==> src/rtl/calc_token_parser.sv <==
// Calculator token parser: gathers hex digit and operator keys into operands A/B,
// issues operations to the arithmetic unit and loads results back into A for chaining.
module calc_token_parser #(
    parameter int WIDTH = 16,
    parameter int MAXD  = WIDTH / 4
) (
    input  logic             clk,
    input  logic             rst_n,
    input  logic [4:0]       i_data,
    input  logic             i_valid,
    output logic             o_ready,
    output logic             o_cmd_valid,
    output logic [1:0]       o_cmd_op,
    output logic [WIDTH-1:0] o_cmd_a,
    output logic [WIDTH-1:0] o_cmd_b,
    input  logic             i_cmd_ready,
    input  logic             i_res_valid,
    input  logic [WIDTH-1:0] i_res_data,
    input  logic             i_res_err,
    output logic [WIDTH-1:0] o_display,
    output logic             o_error
);

    typedef enum logic [2:0] {
        S_A     = 3'd0,
        S_OP    = 3'd1,
        S_B     = 3'd2,
        S_ISSUE = 3'd3,
        S_WAIT  = 3'd4,
        S_RES   = 3'd5
    } state_e;

    localparam int               CNT_W  = $clog2(MAXD + 1);
    localparam logic [CNT_W-1:0] MAXD_C = CNT_W'(MAXD);
    localparam logic [CNT_W-1:0] ONE_C  = CNT_W'(1);

    state_e           state_q, state_d;
    logic [WIDTH-1:0] a_q, a_d;
    logic [WIDTH-1:0] b_q, b_d;
    logic [WIDTH-1:0] disp_q, disp_d;
    logic [1:0]       op_q, op_d;
    logic [1:0]       pop_q, pop_d;
    logic             pend_q, pend_d;
    logic             err_q, err_d;
    logic [CNT_W-1:0] dcnt_q, dcnt_d;

    logic             tok_acc;
    logic             tok_digit;
    logic             tok_ac;
    logic             tok_op;
    logic             tok_eq;
    logic [3:0]       tok_d;
    logic [1:0]       tok_opc;

    function automatic logic [WIDTH-1:0] shift_digit(input logic [WIDTH-1:0] x,
                                                     input logic [3:0]       d);
        return {x[WIDTH-5:0], d};
    endfunction

    function automatic logic [WIDTH-1:0] digit_word(input logic [3:0] d);
        return {{(WIDTH-4){1'b0}}, d};
    endfunction

    assign o_ready   = (state_q != S_ISSUE) && (state_q != S_WAIT);
    assign tok_acc   = i_valid && o_ready;
    assign tok_digit = ~i_data[4];
    assign tok_d     = i_data[3:0];

    // Control keys are {1,0,c}; every other pattern with bit 4 set is treated as invalid
    assign tok_ac  = (i_data == 5'h10);
    assign tok_op  = i_data[4] && !i_data[3] && (i_data[2:0] >= 3'd1) && (i_data[2:0] <= 3'd4);
    assign tok_eq  = (i_data == 5'h15);
    assign tok_opc = i_data[1:0] - 2'd1;

    always_comb begin
        state_d = state_q;
        a_d     = a_q;
        b_d     = b_q;
        op_d    = op_q;
        pop_d   = pop_q;
        pend_d  = pend_q;
        err_d   = err_q;
        dcnt_d  = dcnt_q;

        case (state_q)
            S_ISSUE: begin
                if (i_cmd_ready) begin
                    state_d = S_WAIT;
                end
            end
            S_WAIT: begin
                if (i_res_valid) begin
                    a_d    = i_res_data;
                    err_d  = err_q | i_res_err;
                    dcnt_d = '0;
                    if (pend_q) begin
                        op_d    = pop_q;
                        pend_d  = 1'b0;
                        state_d = S_OP;
                    end else begin
                        state_d = S_RES;
                    end
                end
            end
            default: begin
                if (tok_acc && tok_ac) begin
                    a_d     = '0;
                    b_d     = '0;
                    op_d    = 2'd0;
                    pend_d  = 1'b0;
                    dcnt_d  = '0;
                    err_d   = 1'b0;
                    state_d = S_A;
                end else if (tok_acc && !err_q) begin
                    // Operand entry states; '=' outside S_B and invalid codes fall through untouched
                    case (state_q)
                        S_A: begin
                            if (tok_digit) begin
                                if (dcnt_q < MAXD_C) begin
                                    a_d    = shift_digit(a_q, tok_d);
                                    dcnt_d = dcnt_q + ONE_C;
                                end
                            end else if (tok_op) begin
                                op_d    = tok_opc;
                                dcnt_d  = '0;
                                state_d = S_OP;
                            end
                        end
                        S_OP: begin
                            if (tok_digit) begin
                                b_d     = digit_word(tok_d);
                                dcnt_d  = ONE_C;
                                state_d = S_B;
                            end else if (tok_op) begin
                                op_d = tok_opc;
                            end
                        end
                        S_B: begin
                            if (tok_digit) begin
                                if (dcnt_q < MAXD_C) begin
                                    b_d    = shift_digit(b_q, tok_d);
                                    dcnt_d = dcnt_q + ONE_C;
                                end
                            end else if (tok_eq) begin
                                pend_d  = 1'b0;
                                state_d = S_ISSUE;
                            end else if (tok_op) begin
                                pop_d   = tok_opc;
                                pend_d  = 1'b1;
                                state_d = S_ISSUE;
                            end
                        end
                        S_RES: begin
                            if (tok_digit) begin
                                a_d     = digit_word(tok_d);
                                dcnt_d  = ONE_C;
                                state_d = S_A;
                            end else if (tok_op) begin
                                op_d    = tok_opc;
                                state_d = S_OP;
                            end
                        end
                        default: begin
                            state_d = state_q;
                        end
                    endcase
                end
            end
        endcase

        // Display tracks the operand being edited: B while entering it, A otherwise
        disp_d = (state_d == S_B) ? b_d : a_d;
    end

    always_ff @(posedge clk or negedge rst_n) begin
        if (!rst_n) begin
            state_q <= S_A;
            a_q     <= '0;
            b_q     <= '0;
            disp_q  <= '0;
            op_q    <= 2'd0;
            pop_q   <= 2'd0;
            pend_q  <= 1'b0;
            err_q   <= 1'b0;
            dcnt_q  <= '0;
        end else begin
            state_q <= state_d;
            a_q     <= a_d;
            b_q     <= b_d;
            disp_q  <= disp_d;
            op_q    <= op_d;
            pop_q   <= pop_d;
            pend_q  <= pend_d;
            err_q   <= err_d;
            dcnt_q  <= dcnt_d;
        end
    end

    assign o_cmd_valid = (state_q == S_ISSUE);
    assign o_cmd_op    = op_q;
    assign o_cmd_a     = a_q;
    assign o_cmd_b     = b_q;
    assign o_display   = disp_q;
    assign o_error     = err_q;

endmodule

==> config.mk <==
export PLATFORM = sky130hd
export DESIGN_NAME = calc_token_parser
export DESIGN_NICKNAME = d
export VERILOG_FILES = /design/src/rtl/calc_token_parser.sv
export SDC_FILE = /design/constraint.sdc
export NUM_CORES = 1
export LEC_CHECK = 0
export ABC_AREA = 1
export BUFFER_PORTS_ARGS = -buffer_cell sky130_fd_sc_hd__buf_4
export CAP_MARGIN = 5
export CORE_UTILIZATION = 55
export DETAILED_ROUTE_END_ITERATION = 10
export PLACE_DENSITY = 0.82
export SLEW_MARGIN = 20
export SYNTH_ARGS = -nofsm -noshare
export SYNTH_HDL_FRONTEND = slang
export SYNTH_SLANG_ARGS = --single-unit
==> constraint.sdc <==
create_clock -name clk -period 3.4 [get_ports clk]
set_input_delay 0.34 -clock clk [delete_from_list [all_inputs] [get_ports clk]]
set_output_delay 0.34 -clock clk [all_outputs]
set_load 0.05 [all_outputs]
==> impl_metrics.env, run 1 <==
export IMPL_cp_max_fo=18
export IMPL_routed_wl_um=13300
export IMPL_avgSynthCellArea_um2=6.19
export IMPL_swShare_pct=54.0
export IMPL_critPathCaptureType="flip-flop"
export IMPL_yosysMostFrequentCell="nand2_1"
export IMPL_cp_data_required_time_ns=3.63
export IMPL_p_seq_share_pct=24.4
export IMPL_stdcell_count=854
export IMPL_dpl_hpwl_um=9310
export IMPL_clockRootBuffer="clkbuf_8"
export IMPL_run_status="completed"
export IMPL_synth_commonest_cells="nand2_1, nand3_1, dfrtp_1"
export IMPL_antenna_left=0
export IMPL_antenna_found_initial=0
export IMPL_async_flop_share_pct=100
export IMPL_synth_edff_count=0
export IMPL_numPlacedInstances=838
export IMPL_cts_tree="yes"
export IMPL_grt_pass1_wl_um=20900
export IMPL_netlist_cell_type_count=31
export IMPL_power_switching_w=0.00269
export IMPL_worst_skew_pair_late_latency_ns=0.34
export IMPL_hold_class="input pin to async pin"
export IMPL_cts_num_sinks=60
export IMPL_cts_resized_gates=0
export IMPL_leakage_nw=2.80
export IMPL_globalplace_congestion=1.03
export IMPL_viasPerCell=5.67
export IMPL_dieHeight_um=89.5
export IMPL_r2r_slack_ns=0.69
export IMPL_tightestPinTransition_ns=0.832
export IMPL_finalCritPeriodShare_pct=79.8
export IMPL_n_fill_cell=667
export IMPL_drive_gt1_share_pct=15.9
export IMPL_num_rows=31
export IMPL_synth_seq_cells=60
export IMPL_dr_pass1_iters=5
export IMPL_utilization_pct=70.0
export IMPL_arrival_ns=2.94
export IMPL_place_port_buffers=79
export IMPL_finalSetupTns_ns=0
export IMPL_die_w_um=89.5
export IMPL_drc=0
export IMPL_drv_slew=0
export IMPL_stdcell_area_um2=5130
export IMPL_htree_levels=3
export IMPL_areaGrowthSynthToFinish_pct=21.7
export IMPL_hold_violations=0
export IMPL_fmax_mhz=369
export IMPL_ys_warn_count=0
export IMPL_synth_top_area_share_pct=35.6
export IMPL_dieArea_um2=8020
export IMPL_core_um2=7330
export IMPL_post_cts_buffers=0
export IMPL_clk_path_buf_depth=2
export IMPL_syn_inst=681
export IMPL_powerDensity_nw_per_um2=970
export IMPL_cap_violations=0
export IMPL_yosys_top_cells_area="dfrtp_1, nand2_1, nand3_1"
export IMPL_finalCriticalPeriod_ns=2.71
export IMPL_vdd_drop_max_uv=412
export IMPL_crit_type="flip-flop to flip-flop"
export IMPL_num_vias=4843
export IMPL_crit_path_start_kind="flip-flop"
export IMPL_rsz0062_at_grt="false"
export IMPL_multi_input_comb_area_um2=2360
export IMPL_clk_pin_slew_ns=0.08
export IMPL_ys_flop_type="dfrtp_1"
export IMPL_setup_violations=0
export IMPL_yosys_area_top_type="dfrtp_1"
export IMPL_max_slew_margin_pct=44.3
export IMPL_grt_pass1_vias=4360
export IMPL_syn_cell_area_um2=4220
export IMPL_routedWlPerCell_um=15.6
export IMPL_nets=780
export IMPL_p_clk_share_pct=16.7
export IMPL_p_int_w=0.00229
export IMPL_ys_seq_area_share_pct=35.6
export IMPL_start_util_pct=57.5
export IMPL_grt_start_max_net_pins=61
export IMPL_globalRouteTotalUtil_pct=34.6
export IMPL_synthesis_nets=711
export IMPL_num_antenna_cells=0
export IMPL_place_area_um2=4880
export IMPL_pwr_share_comb_pct=58.9
export IMPL_cts_hold_buf=0
export IMPL_cts_buffers=9
export IMPL_first_iter_violations=583
export IMPL_grt_overflow_total=0
export IMPL_fin_hold_ws_ns=0.0579
export IMPL_seq_area_um2=1500
export IMPL_pin_count=80
export IMPL_skew_ns=0.00801
-- final timing paths --
kind,start,endpoint,depth (start not counted)
max,state_q[0],o_display[2],11
min,rst_n,o_cmd_op[0],1
max reg2reg,state_q[0],o_display[2],11
min reg2reg,o_cmd_op[0],o_cmd_op[0],2
max in group asynchronous,rst_n,o_cmd_b[15],1
min in group clk,i_data[0],pop_q[0],2
-- placed cells by master (no fill, tap or decap), drive strengths merged --
master | synthesis | layout
clkbuf | 21 | 10
o2111ai | 1 | 1
nor2 | 35 | 35
a21oi | 8 | 8
dfrtp | 60 | 60
o211a | 2 | 2
bufinv | 0 | 3
nor3 | 5 | 5
o21ai | 60 | 60
clkinvlp | 0 | 1
nand4 | 17 | 17
o21bai | 2 | 2
a22oi | 1 | 1
nand3 | 72 | 72
inv | 59 | 59
a32oi | 2 | 2
buf | 10 | 89
clkinv | 3 | 5
mux2i | 1 | 1
xor2 | 1 | 1
nand2 | 318 | 318
ha | 3 | 3
-- power by group through the flow --
stage | logic, W | clock network, W | registers [W]
2_1_floorplan | 0.00137 | 0 | 0.00188
3_3_place_gp | 0.00283 | 0 | 0.00121
3_5_place_dp | 0.00288 | 0 | 0.00122
4_1_cts | 0.00290 | 0.000822 | 0.00121
5_1_grt | 0.00320 | 0.000848 | 0.00124
6_report | 0.00293 | 0.000829 | 0.00122
-- sequential cells by signal, summed over array words and instances, names as in the netlist --
name,count
pop_q,2
o_cmd_b,16
o_cmd_a,16
o_cmd_op,2
pend_q,1
state_q,3
dcnt_q,3
o_display,16
o_error,1
-- final cells by class --
cell class | instances | share of cell area [%]
multi-input cells | 528 | 45.9
flip-flops and latches | 60 | 29.3
repair buffers | 89 | 13.0
inverters | 62 | 4.54
clock buffers | 10 | 2.68
well taps | 99 | 2.41
clock inverters | 6 | 2.17
-- routing by layer --
metal	global-route usage, %	up-vias	part of all wire, %
met4	15.9	0	3.5
met3	5.63	45	9.0
met5	0	-	0
met2	56.3	298	46
met1	45.1	2190	41
li1	-	2310	-
-- worst max-delay path, cell delays in order, from the launching register on --
cell and delay (ns):
dfrtp_1 0.49, nor2_1 0.10, nand2_1 0.47, clkinv_1 0.44
nand2_1 0.17, nand3_1 0.08, nand2_1 0.06, nand2_1 0.06
nand2_2 0.30, nand3_4 0.24, nand2_1 0.13, nand2_1 0.06
-- per-stage QoR --
stage | power, W | worst slack, ns
6_report | 0.00498 | 0.688
3_5_place_dp | 0.00409 | 0.821
3_3_place_gp | 0.00404 | 1.00
2_1_floorplan | 0.00324 | 0.921
5_1_grt | 0.00529 | 0.511
4_1_cts | 0.00492 | 0.796
-- logic make-up (layout without fill, tap and decap cells) --
| logic type | Yosys count | after routing | share of synthesized area, % |
|---|---|---|---|
| AO/OA/AOI/OAI | 76 | 76 | 9.97 |
| XOR/XNOR | 1 | 1 | 0.208 |
| multiplexers | 1 | 1 | 0.237 |
| flip-flops | 60 | 60 | 35.6 |
| AND/OR/NAND/NOR | 447 | 447 | 44.6 |
| adder cells (fa/ha/maj) | 3 | 3 | 0.891 |
| buffers and inverters | 93 | 167 | 8.49 |
Power figures use the tool's default switching activity.
==> run 2, diff against run 1 <==
- clock period: 3.4 -> 2.8 ns (I/O delays scaled with it)
==> run 2 against run 1 <==
Cell count up 0.59%. Sequential power up 20%. Via count up 0.68%. Non-clock buffer count up 5. The run now ends with hold timing left. First-iteration DRC count down 20%. Hold slack worse by 0.073 ns. Clock-buffer cell count down 1. Critical endpoint is now o_display[14]. Setup slack worse by 0.24 ns. Clock skew up 0.011 ns.
==> impl_metrics.env, run 2 (same netlist as run 1, synthesis figures left out) <==
export IMPL_clockRootBuffer="clkbuf_8"
export IMPL_post_cts_buffers=0
export IMPL_cp_depth=9
export IMPL_fmax_mhz=425
export IMPL_finalCriticalPeriod_ns=2.35
export IMPL_first_iter_violations=469
export IMPL_worstPathCellList="nor2_1, nand2_2, nand4_2, a22oi_1, nand2_1, nand2_2, nand3_4, nand2_1, nand2_1"
export IMPL_nets=785
export IMPL_clk_pin_slew_ns=0.08
export IMPL_viasPerCell=5.68
export IMPL_setup_violations=0
export IMPL_crit_path_start_kind="flip-flop"
export IMPL_max_slew_margin_pct=47.0
export IMPL_p_seq_share_pct=24.2
export IMPL_n_fill_cell=643
export IMPL_worst_slack_ns=0.447
export IMPL_core_um2=7330
export IMPL_skew_ns=0.0189
export IMPL_fin_hold_ws_ns=-0.0148
export IMPL_grt_pass1_vias=4333
export IMPL_dr_pass1_iters=7
export IMPL_leakage_nw=2.81
export IMPL_dieHeight_um=89.5
export IMPL_vdd_drop_max_uv=674
export IMPL_dieArea_um2=8020
export IMPL_place_port_buffers=79
export IMPL_tightestPinTransition_ns=0.795
export IMPL_grt_pass1_wl_um=21100
export IMPL_powerDensity_nw_per_um2=1180
export IMPL_cts_tree="yes"
export IMPL_routedWlPerCell_um=15.9
export IMPL_rsz0062_at_grt="false"
export IMPL_drive_gt1_share_pct=16.4
export IMPL_cp_data_required_time_ns=3.04
export IMPL_cpPeakStageDelay_ns=0.51
export IMPL_cts_num_sinks=60
export IMPL_globalplace_congestion=0.937
export IMPL_routed_wl_um=13600
export IMPL_grt_start_max_net_pins=61
export IMPL_globalRouteTotalUtil_pct=35.5
export IMPL_slowest_stage="dfrtp_1"
export IMPL_violations="hold timing"
export IMPL_use_met2_pct=57.5
export IMPL_cts_resized_gates=0
export IMPL_antenna_found_initial=0
export IMPL_htree_levels=3
export IMPL_crit_buf_inv=0
export IMPL_r2r_cells=9
export IMPL_clk_path_buf_depth=2
export IMPL_hold_violations=6
export IMPL_cp_max_fo=18
export IMPL_cp_top_family="simple AND/OR/NAND/NOR gates"
export IMPL_arrival_ns=2.60
export IMPL_swShare_pct=54.4
export IMPL_dpl_hpwl_um=9850
export IMPL_pin_count=80
export IMPL_grt_use_met1_pct=46.9
export IMPL_critPathCaptureType="flip-flop"
export IMPL_drv_slew=0
export IMPL_finalCritPeriodShare_pct=84.0
export IMPL_start_util_pct=57.5
export IMPL_grt_overflow_total=0
export IMPL_final_cell_mix="nand2_1, buf_4, nand3_1, dfrtp_1, inv_1"
export IMPL_worst_skew_pair_late_latency_ns=0.36
export IMPL_pre_cts_ws_ns=0.486
export IMPL_die_w_um=89.5
export IMPL_crit_type="flip-flop to flip-flop"
export IMPL_use_met3_pct=6.19
export IMPL_cap_violations=0
export IMPL_power_w=0.00608
export IMPL_cts_hold_buf=0
export IMPL_areaGrowthSynthToFinish_pct=22.6
export IMPL_run_status="complete, but fails checks"
export IMPL_p_int_w=0.00278
export IMPL_antenna_left=0
export IMPL_num_vias=4876
export IMPL_busiest_layer="met2"
export IMPL_cp_common_cell="nand2_1"
export IMPL_num_antenna_cells=0
export IMPL_pwr_share_comb_pct=59.3
export IMPL_finalSetupTns_ns=0
export IMPL_cts_buffers=9
export IMPL_layout_commonest_cell="nand2_1"
export IMPL_drc=0
export IMPL_num_rows=31
export IMPL_hold_class="input pin to async pin"
export IMPL_p_clk_share_pct=16.5
export IMPL_power_switching_w=0.00331
run 2: cell count changes in the layout (fill, tap and decap cells not counted):
cell        change
buf_4           +5
clkbuf_8        -1
clkinvlp_4      +1
clkinv_2        -1
inv_6           +1
run 2: worst reg2reg max path: stages (launching register included):
cell and delay [ns]:
dfrtp_1 0.51, nor2_1 0.13, nand2_2 0.17, nand4_2 0.36, a22oi_1 0.27, nand2_1 0.10
nand2_2 0.28, nand3_4 0.25, nand2_1 0.13, nand2_1 0.06
run 2: area by class of cell:
type                       count  area [um2]  area share (%)
clock inverter                 7         123            2.37
inverter                      62         233            4.50
timing repair buffer          94         706            13.7
tap                           99         124            2.40
sequential                    60        1500            29.1
clock buffer                   9         124            2.40
multi-input combinational    528        2360            45.6
run 2: path summary, 6_finish.rpt:
kind | from | end | slack [ns]
worst max-delay path | state_q[0] | o_display[14] | 0.45
worst min-delay path | rst_n | pop_q[0] | -0.01
worst max register to register | state_q[0] | o_display[14] | 0.45
worst min register to register | o_cmd_op[0] | o_cmd_op[0] | 0.49
max in group asynchronous | rst_n | state_q[2] | 2.26
min in group clk | i_data[0] | pop_q[0] | 0.15
run 2: metal layers:
metal	share of wire (%)	vias to the layer above
met5	0	-
met4	3.1	0
met3	8.5	42
met2	47	273
met1	42	2242
li1	-	2319
run 2: stage by stage:
stage	instance area, um2	hold WS, ns	std cells	utilization, %
2_1_floorplan	4220	-0.0156	681	-
3_3_place_gp	4920	0.401	843	67.1
3_5_place_dp	4920	0.408	843	67.1
4_1_cts	5170	0.0252	859	70.5
5_1_grt	5170	0.0446	859	70.5
6_report	5170	-0.0148	859	70.5
run 2: power groups by stage:
stage	logic (W)	registers [W]	clock network [W]
2_1_floorplan	0.00166	0.00228	0
3_3_place_gp	0.00351	0.00147	0
3_5_place_dp	0.00356	0.00148	0
4_1_cts	0.00357	0.00146	0.00100
5_1_grt	0.00393	0.00150	0.00104
6_report	0.00361	0.00147	0.00100
==> run 3, diff against run 2 <==
- ABC_AREA: 1 -> 0
- CORE_UTILIZATION: 55 -> 52
- clock period: 2.8 -> 2.2 ns (I/O delays scaled with it)
==> run 3 against run 2 <==
First-iteration DRC count decreased by 44%. Clock power barely moved. Clock-buffer cell count unchanged. Largest power group unchanged. The run ends with setup timing left. Non-clock buffer count increased by 32. Wire length decreased by 34%.
==> impl_metrics.env, run 3 <==
export IMPL_dpl_hpwl_um=6280
export IMPL_leakage_nw=2.07
export IMPL_die_w_um=76.9
export IMPL_num_rows=26
export IMPL_busiest_layer="met2"
export IMPL_dieArea_um2=5920
export IMPL_rsz0062_at_grt="true"
export IMPL_violations="setup timing"
export IMPL_power_w=0.00586
export IMPL_drv_slew=0
export IMPL_hold_start="i_res_data[0]"
export IMPL_cts_buffers=9
export IMPL_layout_commonest_cell="buf_4"
export IMPL_critPathCaptureType="flip-flop"
export IMPL_skew_ns=0.00839
export IMPL_finalCritPeriodShare_pct=101
export IMPL_globalplace_congestion=0.943
export IMPL_pin_count=80
export IMPL_synth_commonest_cells="dfrtp_1, a22oi_1, o21ai_0"
export IMPL_power_switching_w=0.00273
export IMPL_areaGrowthSynthToFinish_pct=44.0
export IMPL_synth_seq_cells=60
export IMPL_avgSynthCellArea_um2=10.5
export IMPL_final_cell_mix="buf_4, dfrtp_1, a22oi_1, o21ai_0, inv_1"
export IMPL_ys_seq_area_share_pct=51.4
export IMPL_use_met3_pct=6.19
export IMPL_antenna_found_initial=0
export IMPL_drc=0
export IMPL_finalSetupTns_ns=-0.112
export IMPL_globalRouteTotalUtil_pct=32.3
export IMPL_pwr_share_comb_pct=52.7
export IMPL_synth_top_area_share_pct=51.4
export IMPL_ys_warn_count=0
export IMPL_stdcell_count=471
export IMPL_drive_gt1_share_pct=44.1
export IMPL_async_flop_share_pct=100
export IMPL_rr_startpoint="state_q[0]"
export IMPL_worst_skew_pair_late_latency_ns=0.35
export IMPL_ys_flop_type="dfrtp_1"
export IMPL_finalCriticalPeriod_ns=2.23
export IMPL_hold_violations=0
export IMPL_max_slew_margin_pct=49.7
export IMPL_grt_pass1_wl_um=14400
export IMPL_cts_num_sinks=60
export IMPL_netlist_cell_type_count=48
export IMPL_hold_class="input pin to flip-flop"
export IMPL_p_clk_share_pct=17.3
export IMPL_clockRootBuffer="clkbuf_8"
export IMPL_dr_pass1_iters=4
export IMPL_synth_edff_count=0
export IMPL_pre_cts_ws_ns=-0.297
export IMPL_core_um2=5270
export IMPL_num_vias=2845
export IMPL_cp_data_required_time_ns=2.44
export IMPL_grt_start_max_net_pins=61
export IMPL_yosys_area_top_type="dfrtp_1"
export IMPL_swShare_pct=46.5
export IMPL_syn_inst=277
export IMPL_fmax_mhz=449
export IMPL_grt_use_met1_pct=41.8
export IMPL_crit_type="flip-flop to flip-flop"
export IMPL_nets=426
export IMPL_viasPerCell=6.04
export IMPL_powerDensity_nw_per_um2=1390
export IMPL_clk_path_buf_depth=2
export IMPL_worstSetupStartpoint="state_q[0]"
export IMPL_dieHeight_um=76.9
export IMPL_tightestPinTransition_ns=0.755
export IMPL_arrival_ns=2.46
export IMPL_worst_slack_ns=-0.0265
export IMPL_p_int_w=0.00313
export IMPL_synthesis_nets=307
export IMPL_cts_tree="yes"
export IMPL_grt_pass1_vias=2854
export IMPL_routedWlPerCell_um=19.2
export IMPL_first_iter_violations=264
export IMPL_cap_violations=0
export IMPL_num_antenna_cells=0
export IMPL_grt_overflow_total=0
export IMPL_use_met2_pct=52.1
export IMPL_antenna_left=0
export IMPL_routed_wl_um=9040
export IMPL_yosysMostFrequentCell="dfrtp_1"
export IMPL_cp_max_fo=11
export IMPL_place_port_buffers=79
export IMPL_run_status="complete, but fails checks"
export IMPL_clk_pin_slew_ns=0.07
export IMPL_crit_path_start_kind="flip-flop"
export IMPL_p_seq_share_pct=30.0
export IMPL_yosys_top_cells_area="dfrtp_1, a22oi_1, o21ai_0"
export IMPL_numPlacedInstances=445
export IMPL_start_util_pct=55.4
export IMPL_syn_cell_area_um2=2920
export IMPL_setup_violations=6
export IMPL_htree_levels=3
export IMPL_vdd_drop_max_uv=936
## run 3: cell type report
cell class,instances,area [um2]
clock buffers,9,124
clock inverters,7,76.3
fillers,334,1060
inverters,19,76.3
multi-input cells,180,1360
flip-flops and latches,60,1510
well taps,70,87.6
repair buffers,126,972
## run 3: worst paths after layout
kind | end | slack (ns) | cells after the start
worst min register to register | o_cmd_op[0] | 0.52 | 1
worst min-delay path | o_cmd_a[0] | 0.10 | 3
worst max register to register | pop_q[0] | -0.03 | 5
min in group asynchronous | o_error | 0.48 | 2
worst max-delay path | pop_q[0] | -0.03 | 5
max in group asynchronous | state_q[1] | 1.17 | 2
## run 3: cell families (layout without fill, tap and decap cells)
| family | Yosys count | after routing | share of synthesized area, % |
|---|---|---|---|
| multiplexers | 20 | 20 | 7.50 |
| adder cells (fa/ha/maj) | 3 | 3 | 1.29 |
| flip-flops | 60 | 60 | 51.4 |
| XOR/XNOR | 1 | 1 | 0.300 |
| AO/OA/AOI/OAI | 99 | 99 | 23.4 |
| AND/OR/NAND/NOR | 57 | 57 | 11.1 |
| buffers and inverters | 37 | 161 | 5.10 |
## run 3: metrics by stage
stage | cell area (um2) | utilization [%] | hold slack (ns)
2_1_floorplan | 2970 | - | -0.0756
3_3_place_gp | 3870 | 73.5 | 0.326
3_5_place_dp | 3870 | 73.5 | 0.316
4_1_cts | 4130 | 78.4 | 0.0945
5_1_grt | 4210 | 79.8 | 0.132
6_report | 4210 | 79.8 | 0.105
## run 3: routing by layer
metal | vias to the layer above | wire [um]
met2 | 126 | 4410
met4 | 0 | 230
li1 | 1284 | -
met5 | - | 0
met1 | 1412 | 3880
met3 | 23 | 526
## run 3: timing repair
item	in CTS	in global routing
endpoints found under the setup margin	14	20
hold buffers	1	0
buffers inserted	2	7
cloned	1	1
pin swaps	0	3
hold endpoints to repair	60	0
resized for setup	5	22
## run 3: power by group through the flow
stage / clock network (W) / registers [W] / logic [W]
final: 0.00101 / 0.00176 / 0.00309
after global routing: 0.00107 / 0.00180 / 0.00327
after CTS: 0.00101 / 0.00173 / 0.00305
after detailed placement: 0 / 0.00174 / 0.00294
after global placement: 0 / 0.00174 / 0.00287
after floorplan: 0 / 0.00256 / 0.00109
## run 3: critical path, stage by stage, from the launching register on
cell and delay (ns):
dfrtp_2 0.51, buf_4 0.18, or4_1 0.57, nor4_1 0.36, buf_4 0.18, mux2_2 0.32
